$ cat src/rtl/mux_scan_sequencer.sv
// ---------------------------------------------------------------------------
// mux_scan_sequencer
//
// Walks a downstream 4-to-1 multiplexer through channels 0..3. Each channel's
// select is held for SETTLE_CYCLES cycles so the mux output can settle. The
// returned bit is then captured into data[channel]. After channel 3 the
// complete word is presented with a valid/ready handshake.
//
// Parameters:
//   SETTLE_CYCLES - cycles sel is held per channel before sampling (1..15)
//   AUTO_RESTART  - 1: start a new scan right on the output handshake edge
//
// Optional feature macro:
//   SCAN_PARITY_EN - adds the 'parity' output (even parity of data[3:0]).
//                    It is updated together with data_valid and held in HOLD.
//
// Ports:
//   clk        in   single clock, rising edge
//   rst_n      in   asynchronous active-low reset
//   start      in   scan request, only looked at in IDLE
//   sel[1:0]   out  channel select to the multiplexer
//   mux_out    in   bit returned by the multiplexer
//   busy       out  high while scanning or holding a result
//   data[3:0]  out  captured word, data[i] sampled while sel == i
//   data_valid out  data holds a complete scan
//   data_ready in   consumer accepts data (only meaningful in HOLD)
//   parity     out  (SCAN_PARITY_EN only) XOR of data[3:0]
//
// All outputs are registers; no input reaches an output combinationally.
// ---------------------------------------------------------------------------
module mux_scan_sequencer #(
    parameter int SETTLE_CYCLES = 2,
    parameter bit AUTO_RESTART  = 1'b0
) (
    input  logic       clk,
    input  logic       rst_n,
    input  logic       start,
    output logic [1:0] sel,
    input  logic       mux_out,
    output logic       busy,
    output logic [3:0] data,
    output logic       data_valid,
    input  logic       data_ready
`ifdef SCAN_PARITY_EN
    ,
    output logic       parity
`endif
);

    typedef enum logic [1:0] {
        IDLE   = 2'd0,
        SETTLE = 2'd1,
        SAMPLE = 2'd2,
        HOLD   = 2'd3
    } state_t;

    localparam logic [3:0] SETTLE_LAST = 4'(SETTLE_CYCLES - 1);

    state_t     state;
    logic [1:0] channel;
    logic [3:0] count;

    // Single sequential FSM. sel is only rewritten when a SETTLE phase is
    // entered or the block returns to IDLE, so it stays at 3 through HOLD.
    // Bits of data are overwritten one at a time as channels are sampled, so
    // any bit not yet reached keeps its value from the previous scan.
    always_ff @(posedge clk or negedge rst_n) begin
        if (!rst_n) begin
            state      <= IDLE;
            channel    <= 2'd0;
            count      <= 4'd0;
            sel        <= 2'd0;
            busy       <= 1'b0;
            data       <= 4'b0000;
            data_valid <= 1'b0;
`ifdef SCAN_PARITY_EN
            parity     <= 1'b0;
`endif
        end else begin
            case (state)
                IDLE: begin
                    if (start) begin
                        state   <= SETTLE;
                        channel <= 2'd0;
                        count   <= 4'd0;
                        sel     <= 2'd0;
                        busy    <= 1'b1;
                    end
                end

                SETTLE: begin
                    if (count == SETTLE_LAST) begin
                        state <= SAMPLE;
                    end else begin
                        count <= count + 4'd1;
                    end
                end

                SAMPLE: begin
                    data[channel] <= mux_out;
                    if (channel == 2'd3) begin
                        state      <= HOLD;
                        data_valid <= 1'b1;
`ifdef SCAN_PARITY_EN
                        // data[3] is being written this edge, so use mux_out
                        parity     <= ^{mux_out, data[2:0]};
`endif
                    end else begin
                        state   <= SETTLE;
                        channel <= channel + 2'd1;
                        sel     <= channel + 2'd1;
                        count   <= 4'd0;
                    end
                end

                HOLD: begin
                    if (data_ready) begin
                        data_valid <= 1'b0;
                        channel    <= 2'd0;
                        count      <= 4'd0;
                        sel        <= 2'd0;
                        if (AUTO_RESTART) begin
                            state <= SETTLE;
                        end else begin
                            state <= IDLE;
                            busy  <= 1'b0;
                        end
                    end
                end

                default: begin
                    state <= IDLE;
                end
            endcase
        end
    end

endmodule

$ cat config.mk
export PLATFORM = sky130hd
export DESIGN_NAME = mux_scan_sequencer
export DESIGN_NICKNAME = d
export VERILOG_FILES = /design/src/rtl/mux_scan_sequencer.sv
export SDC_FILE = /design/constraint.sdc
export NUM_CORES = 1
export LEC_CHECK = 0
export ABC_CLOCK_PERIOD_IN_PS = 1500
export CAP_MARGIN = 20
export CORE_UTILIZATION = 40
export DETAILED_ROUTE_END_ITERATION = 8
export PLACE_DENSITY_LB_ADDON = 0.15
export SYNTH_ARGS = -nofsm -noshare
export SYNTH_HDL_FRONTEND = slang
export SYNTH_SLANG_ARGS = --single-unit
$ cat constraint.sdc
create_clock -name clk -period 1.5 [get_ports clk]
set_clock_uncertainty 0.05 [all_clocks]
set_input_delay 0.15 -clock clk [delete_from_list [all_inputs] [get_ports clk]]
set_output_delay 0.15 -clock clk [all_outputs]
set_load 0.01 [all_outputs]
==> impl_metrics.tcl <==
set metrics [dict create \
    finalCoreUtilization 0.592 \
    synth_top_family_by_area "simple AND/OR/NAND/NOR gates" \
    max_freq_ghz 0.689 \
    worst_pin_slew_ps 257 \
    maxSlewViolCount 0 \
    crit_path_top_delay_cell "dfrtp_1" \
    vias_per_cell 4.83 \
    dr.pass1.iters 4 \
    p_leak_nw 0.482 \
    clk_pin_slew_ps 90 \
    rows 15 \
    setup-tns-final_ps 0 \
    post_layout_nonfiller_instances 125 \
    crit_start "count[1]" \
    path_max_fanout 4 \
    final_hold_viol_count 0 \
    multiInputGateArea_um2 419 \
    syn-cell-area_um2 783 \
    cp-end-kind "register" \
    coreArea_um2 1780 \
    grt-ovfl-total 0 \
    final_common_cell "dfrtp_1" \
    grtUsageMet1 0.218 \
    cts_sinks 14 \
    vdd_drop_max_v 0.00108 \
    r2r_start "count[1]" \
    power.switching_mw 0.735 \
    register_area_um2 350 \
    p_int_mw 1.26 \
    muxShareOfSynthArea 0.0719 \
    timing.rr.end "count[1]" \
    setup_violations 0 \
    worstSetupEndpoint "count[1]" \
    use_met3 0.0353 \
    cts_hold_buf 0 \
    r2r_setup_slack_ps 50 \
    ys_ff_latch 14 \
    synth-simple-area-share 0.200 \
    yosysTopAreaCell "dfrtp_1" \
    power_density_nw_per_um2 1890 \
    synth_top_area_share 0.447 \
    nFillCells 163 \
    mostFrequentLayoutCells "dfrtp_1, nand2_1, clkdlybuf4s50_1, buf_4, inv_1" \
    cp_num_cells 6 \
    ant_nets 0 \
    swShare 0.368 \
    yosys_warnings 0 \
    drt-total-wl_um 1450 \
    dp_cells 121 \
    arrival_ps 1610 \
    seq_area_frac_synth 0.447 \
    grt.total_usage 0.165 \
    synth_compound_area_frac 0.133 \
    crit_chain "inv_1 -> ha_2 -> nor3b_2 -> buf_4 -> or3_1 -> o211ai_1" \
    clk_latency_ps 280 \
    area_delta_synth_final_pct 34.8 \
    die-area_um2 2140 \
    cp.required_ps 1650 \
    dp.final_hpwl_um 1120 \
    path_buf_inv 2 \
    synth_nets 87 \
    synth_cells 76 \
    cts_tree "done" \
    clockPowerShare 0.136 \
    synth_fa_ha_area_frac 0.0958 \
    drive_gt1_frac 0.240 \
    h-tree-depth 1 \
    numCtsBuffers 3 \
    fin_crit_sh 0.968 \
    syn_avg_cell_area_um2 10.3 \
    fin_ws_ps 47.8 \
    io_pins 13 \
    status "finished clean" \
    dp_slack_ps 60.6 \
    gp_congestion 0.727 \
    maxSlewHeadroom 0.829 \
    maxCapViolations 0 \
    top_usage_layer "met2" \
    critical-path-max-stage-delay_ps 360 \
    drc 0 \
    rsz0062_at_grt "no" \
    reg2reg_depth 6 \
    hold_path.class "input port to async pin" \
    crit_type "register to register" \
    io_buffers 12 \
    routedWlPerCell_um 11.6 \
    initial_core_util 0.439 \
    vias 604 \
    cts_buffer_depth 2 \
    die_w_um 46.3 \
    clock-root-buffer "clkbuf_4" \
    synthDistinctLibCells 28 \
    drt_iter0_markers 7 \
    cp_top_family "simple AND/OR/NAND/NOR gates" \
    num-nets-final 112 \
    grt_pass1_wl_um 2460 \
    pwr-share-seq 0.326 \
    die_h_um 46.3 \
    diodes 0 \
    finalCriticalPeriod_ps 1450 \
    synth_xor_area_frac 0.0112 \
    worst_hold_slack_ps 124 \
    netlist_top_cells_area "dfrtp_1, ha_1, mux2_1, nand2_1, inv_1" \
    p_comb_frac 0.538 \
    grt_use_met2 0.259 \
    start_kind "register" \
    antenna_found_initial 0 \
    grt_max_degree 15 \
    grt_pass1_vias 598 \
]
==> flip-flops by register name, indices dropped and copies added, names as in the netlist <==
name and count:
channel 2, busy 1, data 4, state 2, count 4, data_valid 1
==> per-stage QoR <==
stage | instance area [um2] | power (mW)
floorplan | 783 | 1.24
CTS | 1030 | 1.96
global placement | 1000 | 1.66
finish | 1060 | 1.99
global route | 1060 | 2.16
detailed placement | 1000 | 1.69
==> what timing repair did <==
item,CTS,global route
resized for setup,1,7
cloned,0,0
setup endpoints to repair,1,5
setup buffers,0,0
==> power by group through the flow <==
stage | logic [mW] | registers, mW | clock network [mW]
floorplan | 0.553 | 0.689 | 0
global placement | 1.01 | 0.647 | 0
detailed placement | 1.04 | 0.652 | 0
CTS | 1.04 | 0.644 | 0.281
global route | 1.19 | 0.675 | 0.295
finish | 1.07 | 0.650 | 0.272
==> synthesized netlist by cell type <==
library cell  count
or2_4             1
a211oi_1          1
o21ai_0           2
nand2_1          10
a31oi_1           2
mux2_1            4
nor3_2            1
or3_1             2
inv_1             6
xnor2_1           1
buf_2             2
nand4_1           1
a21o_1            1
o211ai_1          2
a31oi_4           1
a21oi_1           3
nand2b_1          3
o22ai_1           1
mux2_2            1
a22o_1            1
ha_1              6
nor2b_1           2
and2b_1           1
nor3b_1           2
nor2_1            1
nand3_1           3
dfrtp_1          14
or3b_2            1
==> cells by family after synthesis <==
group | Yosys count
DFF | 14
xor gates and xnor gates | 1
and+or+nand+nor | 28
buffers and inverters | 8
AOI/OAI and AO/OA | 14
muxes | 5
adders and majority gates | 6
==> per-layer routing <==
layer,routed length (um),up-vias
met5,0,-
met4,18,0
met3,54,2
met2,632,13
met1,749,278
li1,-,311
==> layout make-up <==
| class | instances | share of cell area |
|---|---|---|
| multi-input cells | 54 | 0.397 |
| repair buffers | 22 | 0.186 |
| well taps | 25 | 0.0296 |
| flip-flops and latches | 14 | 0.332 |
| clock buffers | 4 | 0.0344 |
| inverters | 6 | 0.0213 |
==> worst register-to-register path, delay by kind of cell, from the launching register on <==
| kind | cells | cell delay, ps |
|---|---|---|
| buffers and inverters | 2 | 200 |
| adders and majority gates | 1 | 170 |
| AOI/OAI and AO/OA | 1 | 90 |
| and+or+nand+nor | 2 | 500 |
| DFF | 1 | 360 |
==> worst min path at each step <==
stage               end    start  cells after the start
2_1_floorplan      busy    rst_n                      0
3_5_place_dp   count[3]    rst_n                      2
4_1_cts        count[3]    rst_n                      2
6_report       count[3]    rst_n                      2
5_1_grt        count[3]    rst_n                      2
3_3_place_gp    data[0]  data[0]                      1
No activity file was read; power rests on OpenSTA's default activity.
